`src/rtl/ma_stage.sv`:
```
// ma_stage: rv32 memory-access stage with a req/ack data port, load formatting and a timeout abort
module ma_stage #(
  parameter int          TIMEOUT_CYCLES = 64,
  parameter logic [31:0] NOP_INST       = 32'h00000013
) (
  input  logic        clk,
  input  logic        resetn,
  input  logic        ex_valid,
  input  logic [31:0] ex_inst,
  input  logic [31:0] ex_pc,
  input  logic [31:0] ex_alu_result,
  input  logic [31:0] ex_rs2_data,
  input  logic        ex_branch_neq,
  input  logic        ex_branch_lt,
  input  logic        ex_branch_rs2_eq_0,
  output logic [31:0] ma_inst,
  output logic [31:0] ma_pc,
  output logic [31:0] ma_wbdata,
  output logic        ma_branch_neq,
  output logic        ma_branch_lt,
  output logic        ma_branch_rs2_eq_0,
  output logic        ma_stall,
  output logic        ma_misaligned,
  output logic        ma_bus_err,
  output logic        dmem_req,
  output logic        dmem_we,
  output logic [31:0] dmem_addr,
  output logic [31:0] dmem_wdata,
  output logic [3:0]  dmem_wstrb,
  input  logic        dmem_ack,
  input  logic [31:0] dmem_rdata
);
  localparam int CW = TIMEOUT_CYCLES > 1 ? $clog2(TIMEOUT_CYCLES) : 1;
  localparam logic [1:0] IDLE = 2'd0, REQ = 2'd1, DONE = 2'd2;
  logic [1:0]    state, state_nxt;
  logic [CW-1:0] cnt;
  logic [31:0]   rdata_q, ld_data;
  logic [15:0]   half;
  logic [7:0]    lane_b;
  logic [2:0]    f3;
  logic is_load, is_store, mem_op, misal, go, busy, timeout, kill, kill_q, bus_err_q;
  assign f3       = ex_inst[14:12];
  assign is_load  = ex_inst[6:0] == 7'b0000011 && f3 != 3'b011 && f3[2:1] != 2'b11;
  assign is_store = ex_inst[6:0] == 7'b0100011 && !f3[2] && f3[1:0] != 2'b11;
  assign mem_op   = ex_valid && (is_load || is_store);
  assign misal    = (f3[1:0] == 2'b01 && ex_alu_result[0]) || (f3[1:0] == 2'b10 && ex_alu_result[1:0] != 2'b00);
  assign go       = mem_op && !misal;
  assign busy     = (state == IDLE && go) || state == REQ;
  assign timeout  = state == REQ && !dmem_ack && cnt == CW'(TIMEOUT_CYCLES - 1);
  assign kill     = ma_misaligned || (state == DONE && kill_q);
  always_comb
    state_nxt = state == IDLE ? (go ? (dmem_ack ? DONE : REQ) : IDLE) :
                state == REQ  ? ((dmem_ack || timeout) ? DONE : REQ) : IDLE;
  always_ff @(posedge clk or negedge resetn)
    if (!resetn) begin
      state     <= IDLE;
      cnt       <= '0;
      rdata_q   <= '0;
      kill_q    <= 1'b0;
      bus_err_q <= 1'b0;
    end else begin
      state     <= state_nxt;
      cnt       <= (state == REQ && !dmem_ack && !timeout) ? cnt + CW'(1) : '0;
      rdata_q   <= (busy && dmem_ack) ? dmem_rdata : rdata_q;
      kill_q    <= timeout;
      bus_err_q <= bus_err_q | timeout;
    end
  // EX/MA is frozen until DONE, so the captured word is formatted with the still-held address and funct3
  assign lane_b = 8'(rdata_q >> {ex_alu_result[1:0], 3'b000});
  assign half   = ex_alu_result[1] ? rdata_q[31:16] : rdata_q[15:0];
  always_comb
    ld_data = f3 == 3'b000 ? {{24{lane_b[7]}}, lane_b} :
              f3 == 3'b001 ? {{16{half[15]}}, half} :
              f3 == 3'b100 ? {24'h0, lane_b} :
              f3 == 3'b101 ? {16'h0, half} : rdata_q;
  assign dmem_req           = resetn && busy;
  assign ma_stall           = resetn && busy;
  assign ma_misaligned      = resetn && state == IDLE && mem_op && misal;
  assign ma_bus_err         = bus_err_q;
  assign ma_inst            = !resetn ? '0 : kill ? NOP_INST : ex_inst;
  assign ma_pc              = resetn ? ex_pc : '0;
  assign ma_wbdata          = (!resetn || kill) ? '0 : state == DONE ? (is_store ? '0 : ld_data) : ex_alu_result;
  assign ma_branch_neq      = resetn && ex_branch_neq;
  assign ma_branch_lt       = resetn && ex_branch_lt;
  assign ma_branch_rs2_eq_0 = resetn && ex_branch_rs2_eq_0;
  assign dmem_we            = ex_valid && is_store;
  assign dmem_addr          = {ex_alu_result[31:2], 2'b00};
  assign dmem_wdata         = f3[1:0] == 2'b00 ? {4{ex_rs2_data[7:0]}} :
                              f3[1:0] == 2'b01 ? {2{ex_rs2_data[15:0]}} : ex_rs2_data;
  assign dmem_wstrb         = !dmem_we ? 4'b0000 :
                              f3[1:0] == 2'b00 ? 4'b0001 << ex_alu_result[1:0] :
                              f3[1:0] == 2'b01 ? (ex_alu_result[1] ? 4'b1100 : 4'b0011) : 4'b1111;
endmodule

```
`config.mk`:
```
export PLATFORM = sky130hd
export DESIGN_NAME = ma_stage
export DESIGN_NICKNAME = d
export VERILOG_FILES = /design/src/rtl/ma_stage.sv
export SDC_FILE = /design/constraint.sdc
export NUM_CORES = 1
export LEC_CHECK = 0
export BUFFER_PORTS_ARGS = -buffer_cell sky130_fd_sc_hd__buf_4
export CAP_MARGIN = 20
export CORE_AREA = 2 2 130 132
export CTS_CLUSTER_SIZE = 20
export DETAILED_ROUTE_END_ITERATION = 8
export DIE_AREA = 0 0 132 134
export GPL_TIMING_DRIVEN = 0
export HOLD_SLACK_MARGIN = 0.12
export SLEW_MARGIN = 20
export SYNTH_ARGS = -nofsm -noshare
export SYNTH_HDL_FRONTEND = slang
export SYNTH_SLANG_ARGS = --single-unit
```
`constraint.sdc`:
```
create_clock -name clk -period 2.2 [get_ports clk]
set_input_delay 0 -clock clk [delete_from_list [all_inputs] [get_ports clk]]
set_output_delay 0 -clock clk [all_outputs]
set_load 0.01 [all_outputs]
```
==> summary.txt, run 1 <==
Outcome
  • Status: finished with violations
  • Failing checks: negative setup slack

Setup path
  • Worst path max stage delay: 0.51 ns
  • Req. time, crit path: 2.20 ns
  • Crit path kind: flip-flop to output port
  • Most common cell on crit path: buf_4
  • Critical path launch point type: flip-flop
  • Critical Path End Type: output port
  • Slowest stage cell, crit path: or4b_4
  • FF-to-FF setup slack: -0.15 ns
  • Peak fanout along the critical path: 6
  • Crit path arrival time: 2.40 ns
  • Worst path cell trace: or3b_1 -> or4b_4 -> o21ai_4 -> buf_4 -> a21oi_4 -> buf_6 -> and2_1 -> buf_4

Placement
  • Gpl congestion: 0.825
  • DP Wirelength: 15.0 mm
  • Placed Cells: 1028
  • PortBufs: 333

Cells and area
  • Final Net Count: 1039
  • Antenna diode count: 0
  • Final std cells w/o fill: 1092
  • Layout cells sized above 1: 0.610
  • Area Overhead vs Synth: 99.7%

Logic synthesis
  • Cells taking the most area after synthesis: dfrtp_1, mux2_4, and2_1
  • Post-synth EDFFs: 0
  • Most frequent cell after synthesis: and2_1
  • Ys flop type: dfrtp_1
  • Yosys warnings: 0
  • Post-Synthesis Cells: 474
  • Top-area cell type share of the netlist area: 0.261
  • Synth Area per Inst: 8.50 sq um
  • Register area share after synthesis: 0.261
  • FFs w/ async S/R, synth: 1.00
  • Post-synth top cells: and2_1, dfrtp_1, buf_4, nand2_1, a21oi_1
  • Yosys reg bits: 42
  • Library cells used by synthesis: 51
  • Synth area leader: dfrtp_1
  • Synth Cell Area: 0.00403 sq mm

Pwr
  • Leakage power total: 4.06 nW
  • Power per cell area: 382 mW/mm^2
  • Max VDD drop: 0.342 mV

CTS
  • Num CTS Buffers: 5
  • Clock-pin slew on the worst setup and hold paths: 0.06 ns
  • Worst skew pair latency: 0.28 ns
  • CTS H-tree lvls: 2
  • CTS Sinks: 42
  • Max clock buf depth: 2
  • Clock root cell: clkbuf_16
  • CTS tree: yes

Route
  • Antenna-violating nets left: 0
  • Routed vias: 4907
  • First drt pass iteration count: 4
  • Via/cell ratio: 4.49
  • # DRC: 0
  • DR iter-0 viols: 244
  • Wirelength per Cell: 17.3 microns
  • DRT Wirelength: 18.9 mm

Timing
  • Minimum clock period: 2.40 ns
  • Fmax: 0.416 GHz
  • Slew @ Worst Pin: 0.677 ns
  • Worst Clk Skew: 0.00261 ns
  • Setup Viol. Count Final: 98
  • Final Max Slew Viols: 0
  • Max transition margin: 0.548
  • RSZ-0062 raised after global routing: yes
  • Hold Violations, Final: 0
  • Setup_tns: -14.28 ns
  • Slack of the critical path: -0.204 ns
  • Period utilisation layout: 1.09

Global route
  • Initial antenna violation count: 0
  • Largest net degree at the start of global routing: 48
  • Gr usage total: 0.202
  • First-pass GRT wire length: 28.1 mm
  • Total gr overflow: 0
  • Number of global-route vias before repair: 4872

Floorplanning
  • Core Region: 0.0163 sq mm
  • I/O pin total: 339
  • Die X: 132 microns
  • Starting density of the core: 0.247
  • Die area: 0.0177 sq mm
  • Chip height: 134 microns
  • Num rows: 47

Min path
  • Min-Delay Path Class: input pin to flip-flop

Run
  • Max_cap viols: 0
## metal layers
metal | track usage | wire (microns)
met1 | 0.250 | 8000
met2 | 0.364 | 9340
met3 | 0.0321 | 1160
met4 | 0.0513 | 432
met5 | 0 | 0
## power by group
group,leakage [nW],internal [mW],switching (mW)
Clock,0.0760,0.535,0.308
Combinational,3.44,0.783,0.516
Sequential,0.546,0.842,0.0853
Total,4.06,2.16,0.909
## registers in the layout, summed over array words and instances, names as in the netlist
signal      cells
cnt             6
kill_q          1
ma_bus_err      1
rdata_q        32
state           2
## worst max-delay path, delay by kind of cell, from the launching register on
family,cells,cell delay (ns)
and+or+nand+nor,3,1.02
buffers and inverters,3,0.45
DFF,1,0.41
AOI/OAI and AO/OA,2,0.23
## cells in the final DEF (no fill, tap or decap), types with 22 or more instances in the layout
| master | synthesis | final |
|---|---|---|
| mux2_4 | 29 | 29 |
| and2_1 | 65 | 44 |
| nand2_1 | 41 | 41 |
| a21oi_2 | 0 | 22 |
| dlygate4sd3_1 | 0 | 34 |
| dfrtp_1 | 42 | 42 |
| buf_4 | 41 | 353 |
| buf_6 | 3 | 38 |
| o21ai_0 | 32 | 31 |
## repair_timing
action | CTS | global route
hold endpoints to repair | 78 | 0
setup endpoints to repair | 92 | 100
pin swaps | 11 | 8
hold buffers | 34 | 0
resized for setup | 113 | 39
cloned | 6 | 0
setup buffers | 14 | 2
## per-stage QoR
step | setup WS [ns] | total power, mW | util | hold WS (ns) | area, sq um
4_1_cts | -0.185 | 3.06 | 0.486 | 0.263 | 7910
3_3_place_gp | -0.319 | 2.05 | 0.418 | 0.0465 | 6810
5_1_grt | -0.263 | 3.22 | 0.494 | 0.281 | 8040
6_report | -0.204 | 3.07 | 0.494 | 0.270 | 8040
2_1_floorplan | 0.0676 | 1.42 | - | -0.296 | 4030
3_5_place_dp | -0.317 | 2.06 | 0.418 | 0.0447 | 6810
## final timing paths
check,from,end,cells past startpoint
max,state[0],ma_inst[7],8
min,ex_inst[4],state[0],5
max reg2reg,state[0],rdata_q[10],7
min reg2reg,cnt[0],cnt[0],1
max in group asynchronous,resetn,cnt[0],2
min in group asynchronous,resetn,rdata_q[20],2
## kinds of logic (layout without fill, tap and decap cells)
logic type	Yosys count	count (layout)	synth area share
adders and majority gates	1	1	0.00311
xor gates and xnor gates	5	5	0.0109
buffers and inverters	88	484	0.126
AOI/OAI and AO/OA	115	116	0.184
other	1	2	0.000931
DFF	42	42	0.261
and+or+nand+nor	158	158	0.209
muxes	64	64	0.205
## layout make-up
| type | instances | area, sq um |
|---|---|---|
| multi-input cells | 346 | 2760 |
| clock inverters | 3 | 45.0 |
| clock buffers | 5 | 125 |
| well taps | 220 | 275 |
| plain buffers | 76 | 556 |
| fillers | 1517 | 8250 |
| repair buffers | 388 | 3190 |
| flip-flops and latches | 42 | 1050 |
| inverters | 12 | 45.0 |
Power figures use the tool's default switching activity.
==> run 2: changes to the inputs <==
- BUFFER_PORTS_ARGS: -buffer_cell sky130_fd_sc_hd__buf_4 -> -buffer_cell sky130_fd_sc_hd__buf_2
- CAP_MARGIN: 20 -> 15
- CTS_BUF_LIST: not set -> sky130_fd_sc_hd__clkbuf_4 sky130_fd_sc_hd__clkbuf_8 sky130_fd_sc_hd__clkbuf_16
==> run 2 against run 1 <==
The run still ends with negative setup slack left; critical endpoint is now ma_inst[27]; worst hold slack gained 0.0027 ns; power shrank 3.3%; routed wire length shrank 4.9%; critical path depth shrank 1; flip-flop and latch count is the same; cell count shrank 0.46%; largest power group unchanged; design area shrank 12%; via count shrank 0.84%; clock power grew 13%; clock skew grew 0.0039 ns; largest cell class unchanged; highest routed layer unchanged; maximum frequency grew 2.1%.
==> summary.txt, run 2 (synthesis results as in run 1) <==
Setup path
  • Slowest stage cell, crit path: or4b_4 (unchanged)
  • Critical path launch point type: flip-flop (unchanged)
  • Req. time, crit path: 2.20 ns (about the same)
  • R2r startpoint: state[1] (was state[0])
  • Crit path kind: flip-flop to output port (unchanged)
  • Cell family with most CP delay: simple AND/OR/NAND/NOR gates (unchanged)
  • Worst path cell trace: or3b_1 -> or4b_4 -> o21ai_4 -> a21oi_4 -> clkbuf_8 -> and2_1 -> buf_2 (was or3b_1 -> or4b_4 -> o21ai_4 -> buf_4 -> a21oi_4 -> buf_6 -> and2_1 -> buf_4)
  • Reg2reg path depth: 7 (unchanged)
  • FF-to-FF End: rdata_q[7] (was rdata_q[10])
  • FF-to-FF setup slack: -0.14 ns (was -0.15 ns)
  • Peak fanout along the critical path: 8 (was 6)
  • Critical path buffers and inverters: 2 (was 3)
  • Critical Path End Type: output port (unchanged)
  • Crit path arrival time: 2.35 ns (was 2.40 ns)
  • Worst path max stage delay: 0.52 ns (was 0.51 ns)

Route
  • DRT Wirelength: 18.0 mm (was 18.9 mm)
  • Via/cell ratio: 4.48 (was 4.49)
  • # DRC: 0 (unchanged)
  • First drt pass iteration count: 5 (was 4)
  • DR iter-0 viols: 214 (was 244)
  • Antenna-violating nets left: 0 (unchanged)
  • Routed vias: 4866 (was 4907)
  • Wirelength per Cell: 16.6 microns (was 17.3 microns)

CTS
  • Clock-pin slew on the worst setup and hold paths: 0.06 ns (about the same)
  • CTS Sinks: 42 (unchanged)
  • Clock root cell: clkbuf_16 (unchanged)
  • CTS H-tree lvls: 2 (unchanged)
  • Max clock buf depth: 2 (unchanged)
  • Num CTS Buffers: 5 (unchanged)
  • Worst skew pair latency: 0.28 ns (about the same)
  • CTS tree: yes (unchanged)

Cells and area
  • Post-layout util: 0.434 (was 0.494)
  • Area Overhead vs Synth: 75.4% (was 99.7%)
  • Multi-input logic area: 0.00267 sq mm (was 0.00276 sq mm)
  • Register area: 0.00105 sq mm (about the same)
  • Design area: 0.00707 sq mm (was 0.00804 sq mm)
  • Final std cells w/o fill: 1087 (was 1092)
  • Max FFs per register: 32 (unchanged)
  • Top reg by flops: rdata_q (unchanged)
  • Most common cell after layout, fill and taps aside: buf_2 (was buf_4)
  • Antenna diode count: 0 (unchanged)
  • Layout cells sized above 1: 0.593 (was 0.610)
  • Most frequent cells in the layout: buf_2, buf_4, and2_1, nand2_1, dfrtp_1 (was buf_4, and2_1, dfrtp_1, nand2_1, buf_6)
  • Final Net Count: 1034 (was 1039)
  • Top Registers: rdata_q (32), cnt (6), state (2) (unchanged)
  • Layout fillers: 1620 (was 1517)

Placement
  • Gpl congestion: 0.856 (was 0.825)
  • Placed Cells: 1028 (unchanged)
  • PortBufs: 333 (unchanged)
  • Pre-CTS WS: -0.311 ns (was -0.317 ns)
  • DP Wirelength: 14.4 mm (was 15.0 mm)
  • DP Area: 0.00597 sq mm (was 0.00681 sq mm)

Timing
  • Final hold slack: 0.273 ns (was 0.270 ns)
  • Setup_tns: -11.41 ns (was -14.28 ns)
  • Hold Violations, Final: 0 (unchanged)
  • Slack of the critical path: -0.155 ns (was -0.204 ns)
  • Setup Viol. Count Final: 98 (unchanged)
  • Period utilisation layout: 1.07 (was 1.09)
  • Slew @ Worst Pin: 0.686 ns (was 0.677 ns)
  • Minimum clock period: 2.35 ns (was 2.40 ns)
  • Max transition margin: 0.542 (was 0.548)
  • Worst Clk Skew: 0.00655 ns (was 0.00261 ns)
  • RSZ-0062 raised after global routing: yes (unchanged)
  • Final Max Slew Viols: 0 (unchanged)
  • Fmax: 0.425 GHz (was 0.416 GHz)

Min path
  • Hold Crit Depth: 5 (unchanged)
  • Min-Delay Path Class: input pin to flip-flop (unchanged)
  • Min-delay src: ex_inst[4] (unchanged)
  • WHS Endpoint: state[0] (unchanged)

Floorplanning
  • Die X: 132 microns (unchanged)
  • Chip height: 134 microns (unchanged)
  • Die area: 0.0177 sq mm (unchanged)
  • I/O pin total: 339 (unchanged)
  • Num rows: 47 (unchanged)
  • Starting density of the core: 0.247 (unchanged)
  • Core Region: 0.0163 sq mm (unchanged)

Run
  • Max_cap viols: 0 (unchanged)

Pwr
  • Total Power: 2.97 mW (was 3.07 mW)
  • Power per cell area: 420 mW/mm^2 (was 382 mW/mm^2)
  • Max VDD drop: 0.301 mV (was 0.342 mV)
  • Leakage power total: 3.79 nW (was 4.06 nW)

Outcome
  • Failing checks: negative setup slack (unchanged)
  • Status: finished with violations (unchanged)

Global route
  • Initial antenna violation count: 0 (unchanged)
  • Largest net degree at the start of global routing: 48 (unchanged)
  • Number of global-route vias before repair: 4830 (was 4872)
  • First-pass GRT wire length: 27.0 mm (was 28.1 mm)
  • Total gr overflow: 0 (unchanged)
  • Gr usage total: 0.193 (was 0.202)
[run 2: where the power goes]
group / internal (mW) / switching [mW]
Clock: 0.652 / 0.302
Combinational: 0.597 / 0.489
Sequential: 0.843 / 0.0871
[run 2: worst reg2reg max path: cells and delay by family, from the launching register on]
| family | cells | cell delay, ns |
|---|---|---|
| simple gates | 3 | 1.03 |
| flops | 1 | 0.39 |
| buf+inv | 2 | 0.35 |
| mux | 1 | 0.30 |
| compound gates | 1 | 0.16 |
[run 2: repair_timing]
action,in CTS,in global routing
setup buffers,11,2
setup endpoints to repair,92,105
hold buffers,33,1
pin swaps,29,4
resized for setup,95,16
endpoints found under the hold margin,77,42
gates cloned,4,0
[run 2: final cells by class]
cell class | instances | area share
multi-input cells | 345 | 0.377
repair buffers | 384 | 0.325
flip-flops and latches | 42 | 0.149
plain buffers | 76 | 0.0756
well taps | 220 | 0.0389
clock buffers | 5 | 0.0177
clock inverters | 3 | 0.00974
inverters | 12 | 0.00637
[run 2: worst max path at each step]
stage	slack, ns	end	cells past startpoint	from
floorplan	0.07	rdata_q[0]	6	state[0]
global placement	-0.32	ma_wbdata[15]	6	state[0]
detailed placement	-0.31	ma_wbdata[15]	6	state[0]
CTS	-0.18	ma_inst[12]	7	state[1]
global route	-0.23	ma_inst[27]	7	state[1]
finish	-0.15	ma_inst[27]	7	state[1]
[run 2: routing by layer]
| metal | track usage | wire, microns |
|---|---|---|
| met2 | 0.354 | 9000 |
| met4 | 0.0423 | 283 |
| met5 | 0 | 0 |
| met3 | 0.0231 | 1080 |
| met1 | 0.242 | 7640 |
==> run 3: changes to the inputs <==
- BUFFER_PORTS_ARGS: -buffer_cell sky130_fd_sc_hd__buf_2 -> -buffer_cell sky130_fd_sc_hd__buf_4
- PLACE_DENSITY: not set -> 0.65
==> run 3 against run 2 <==
The run still ends with negative setup slack left; design area rose by 14%; combinational power rose by 20%; worst hold slack improved by 0.0015 ns; worst setup slack got worse by 0.012 ns; die area did not move; cell count did not move; count of clock-buffer cells in the layout rose by 1; register-to-register slack barely moved; maximum frequency fell by 0.51%; clock power fell by 12%; power rose by 3.8%; via count rose by 1.8%; critical path type unchanged.
==> summary.txt, run 3 (synthesis results as in run 1) <==
Outcome
  • Status: finished with violations (unchanged)
  • Failing checks: negative setup slack (unchanged)

CTS
  • CTS Sinks: 42 (unchanged)
  • CTS tree: yes (unchanged)
  • CTS H-tree lvls: 2 (unchanged)
  • Num CTS Buffers: 5 (unchanged)
  • Worst skew pair latency: 0.28 ns (about the same)
  • Max clock buf depth: 2 (unchanged)
  • Clock root cell: clkbuf_16 (unchanged)
  • Clock-pin slew on the worst setup and hold paths: 0.06 ns (about the same)

Setup path
  • Crit path arrival time: 2.37 ns (was 2.35 ns)
  • Slowest stage cell, crit path: or4b_4 (unchanged)
  • Worst path max stage delay: 0.51 ns (was 0.52 ns)
  • R2r startpoint: state[1] (unchanged)
  • Crit path kind: flip-flop to output port (unchanged)
  • Peak fanout along the critical path: 7 (was 8)
  • Worst path cell trace: or3b_1 -> or4b_4 -> o21ai_4 -> a21oi_4 -> clkbuf_8 -> and2_4 -> buf_6 (was or3b_1 -> or4b_4 -> o21ai_4 -> a21oi_4 -> clkbuf_8 -> and2_1 -> buf_2)
  • Reg2reg path depth: 7 (unchanged)
  • Req. time, crit path: 2.20 ns (about the same)
  • Cell family with most CP delay: simple AND/OR/NAND/NOR gates (unchanged)
  • Critical path destination: ma_inst[26] (was ma_inst[27])
  • Critical Path End Type: output port (unchanged)
  • Critical path buffers and inverters: 2 (unchanged)
  • Critical path launch point type: flip-flop (unchanged)
  • FF-to-FF setup slack: -0.15 ns (was -0.14 ns)
  • FF-to-FF End: rdata_q[22] (was rdata_q[7])
  • Crit. path cell count: 7 (unchanged)
  • CP startpoint: state[1] (unchanged)

Pwr
  • Leakage power total: 4.05 nW (was 3.79 nW)
  • Total Power: 3.08 mW (was 2.97 mW)
  • Max VDD drop: 0.306 mV (was 0.301 mV)
  • Power per cell area: 383 mW/mm^2 (was 420 mW/mm^2)

Route
  • DRT Wirelength: 18.8 mm (was 18.0 mm)
  • # DRC: 0 (unchanged)
  • DR iter-0 viols: 250 (was 214)
  • First drt pass iteration count: 4 (was 5)
  • Antenna-violating nets left: 0 (unchanged)
  • Via/cell ratio: 4.56 (was 4.48)
  • Wirelength per Cell: 17.3 microns (was 16.6 microns)
  • Routed vias: 4954 (was 4866)

Floorplanning
  • I/O pin total: 339 (unchanged)
  • Core Region: 0.0163 sq mm (unchanged)
  • Starting density of the core: 0.247 (unchanged)
  • Chip height: 134 microns (unchanged)
  • Die area: 0.0177 sq mm (unchanged)
  • Num rows: 47 (unchanged)
  • Die X: 132 microns (unchanged)

Timing
  • Setup Viol. Count Final: 95 (was 98)
  • Final hold slack: 0.274 ns (was 0.273 ns)
  • Slew @ Worst Pin: 0.833 ns (was 0.686 ns)
  • Minimum clock period: 2.37 ns (was 2.35 ns)
  • Final Max Slew Viols: 0 (unchanged)
  • Period utilisation layout: 1.08 (was 1.07)
  • RSZ-0062 raised after global routing: yes (unchanged)
  • Slack of the critical path: -0.167 ns (was -0.155 ns)
  • Max transition margin: 0.445 (was 0.542)
  • Worst Clk Skew: 0.00235 ns (was 0.00655 ns)
  • Hold Violations, Final: 0 (unchanged)
  • Fmax: 0.423 GHz (was 0.425 GHz)

Cells and area
  • Most common cell after layout, fill and taps aside: buf_4 (was buf_2)
  • Antenna diode count: 0 (unchanged)
  • Layout cells sized above 1: 0.618 (was 0.593)
  • Top reg by flops: rdata_q (unchanged)
  • Area Overhead vs Synth: 99.7% (was 75.4%)
  • Most frequent cells in the layout: buf_4, buf_6, dfrtp_1, nand2_1, and2_1 (was buf_2, buf_4, and2_1, nand2_1, dfrtp_1)
  • Max FFs per register: 32 (unchanged)
  • Final Net Count: 1034 (unchanged)
  • Top Registers: rdata_q (32), cnt (6), state (2) (unchanged)

Run
  • Max_cap viols: 0 (unchanged)

Global route
  • Number of global-route vias before repair: 4774 (was 4830)
  • Largest net degree at the start of global routing: 48 (unchanged)
  • Gr usage total: 0.196 (was 0.193)
  • First-pass GRT wire length: 27.5 mm (was 27.0 mm)
  • Total gr overflow: 0 (unchanged)
  • Initial antenna violation count: 0 (unchanged)

Min path
  • Hold Crit Depth: 5 (unchanged)
  • Min-Delay Path Class: input pin to flip-flop (unchanged)

Placement
  • DP Wirelength: 14.8 mm (was 14.4 mm)
  • Gpl congestion: 0.833 (was 0.856)
  • PortBufs: 333 (unchanged)
run 3: changes by cell type in the layout (fill, tap and decap cells not counted), sizes merged:
cell	before	now
clkinvlp	0	1
a21oi	38	39
clkinv	1	0
bufinv	2	1
run 3: how the worst min path moves through the flow:
stage          slack (ns)             to              start
6_report             0.27       state[0]         ex_inst[4]
5_1_grt              0.28  dmem_addr[10]  ex_alu_result[10]
4_1_cts              0.26       state[0]         ex_inst[4]
3_5_place_dp         0.04    rdata_q[16]             resetn
3_3_place_gp         0.04    rdata_q[20]             resetn
2_1_floorplan       -0.30         cnt[0]             resetn
run 3: layout make-up:
cell class	count	area, sq um
Clock buffer	6	133
Clock inverter	2	37.5
Timing Repair Buffer	383	3160
Tap cell	220	275
Buffer	76	547
Sequential cell	42	1050
Fill cell	1506	8240
Multi-Input combinational cell	346	2790
Inverter	12	45.0
run 3: worst reg2reg max path: stages, from the launching register on:
cell and delay [ns]:
dfrtp_1 0.38, or3b_1 0.38, or4b_4 0.52, buf_4 0.18, o21ai_4 0.16, nand2_4 0.14
buf_12 0.18, mux2_4 0.30
run 3: layer usage:
metal	vias to the layer above	share of wire	GRT usage
met3	26	0.065	0.0321
met2	227	0.50	0.350
met5	-	0	0
li1	2403	-	-
met1	2298	0.41	0.242
met4	0	0.025	0.0622
run 3: power by group:
part	total, mW	internal, mW	leakage [nW]	switching, mW
Sequential	0.930	0.842	0.546	0.0872
Combinational	1.31	0.784	3.43	0.524
Clock	0.843	0.548	0.0805	0.296
Total	3.08	2.17	4.05	0.906
run 3: what timing repair did:
item / 4_1_cts / 5_1_grt
setup buffers: 7 / 4
gates resized for setup: 102 / 63
endpoints found under the setup margin: 92 / 99
gates cloned: 5 / 1
pin swaps: 24 / 19
hold endpoints to repair: 78 / 0
hold buffers: 34 / 0
run 3: metrics by stage:
step | utilization | setup WS, ns | cell area, sq um | setup TNS, ns | cells
after floorplan | - | 0.0676 | 4030 | 0 | 475
after global placement | 0.418 | -0.278 | 6810 | -11.22 | 1028
after detailed placement | 0.418 | -0.289 | 6810 | -11.54 | 1028
after CTS | 0.478 | -0.185 | 7780 | -14.10 | 1082
after global routing | 0.494 | -0.229 | 8050 | -17.73 | 1087
final | 0.494 | -0.167 | 8050 | -11.78 | 1087
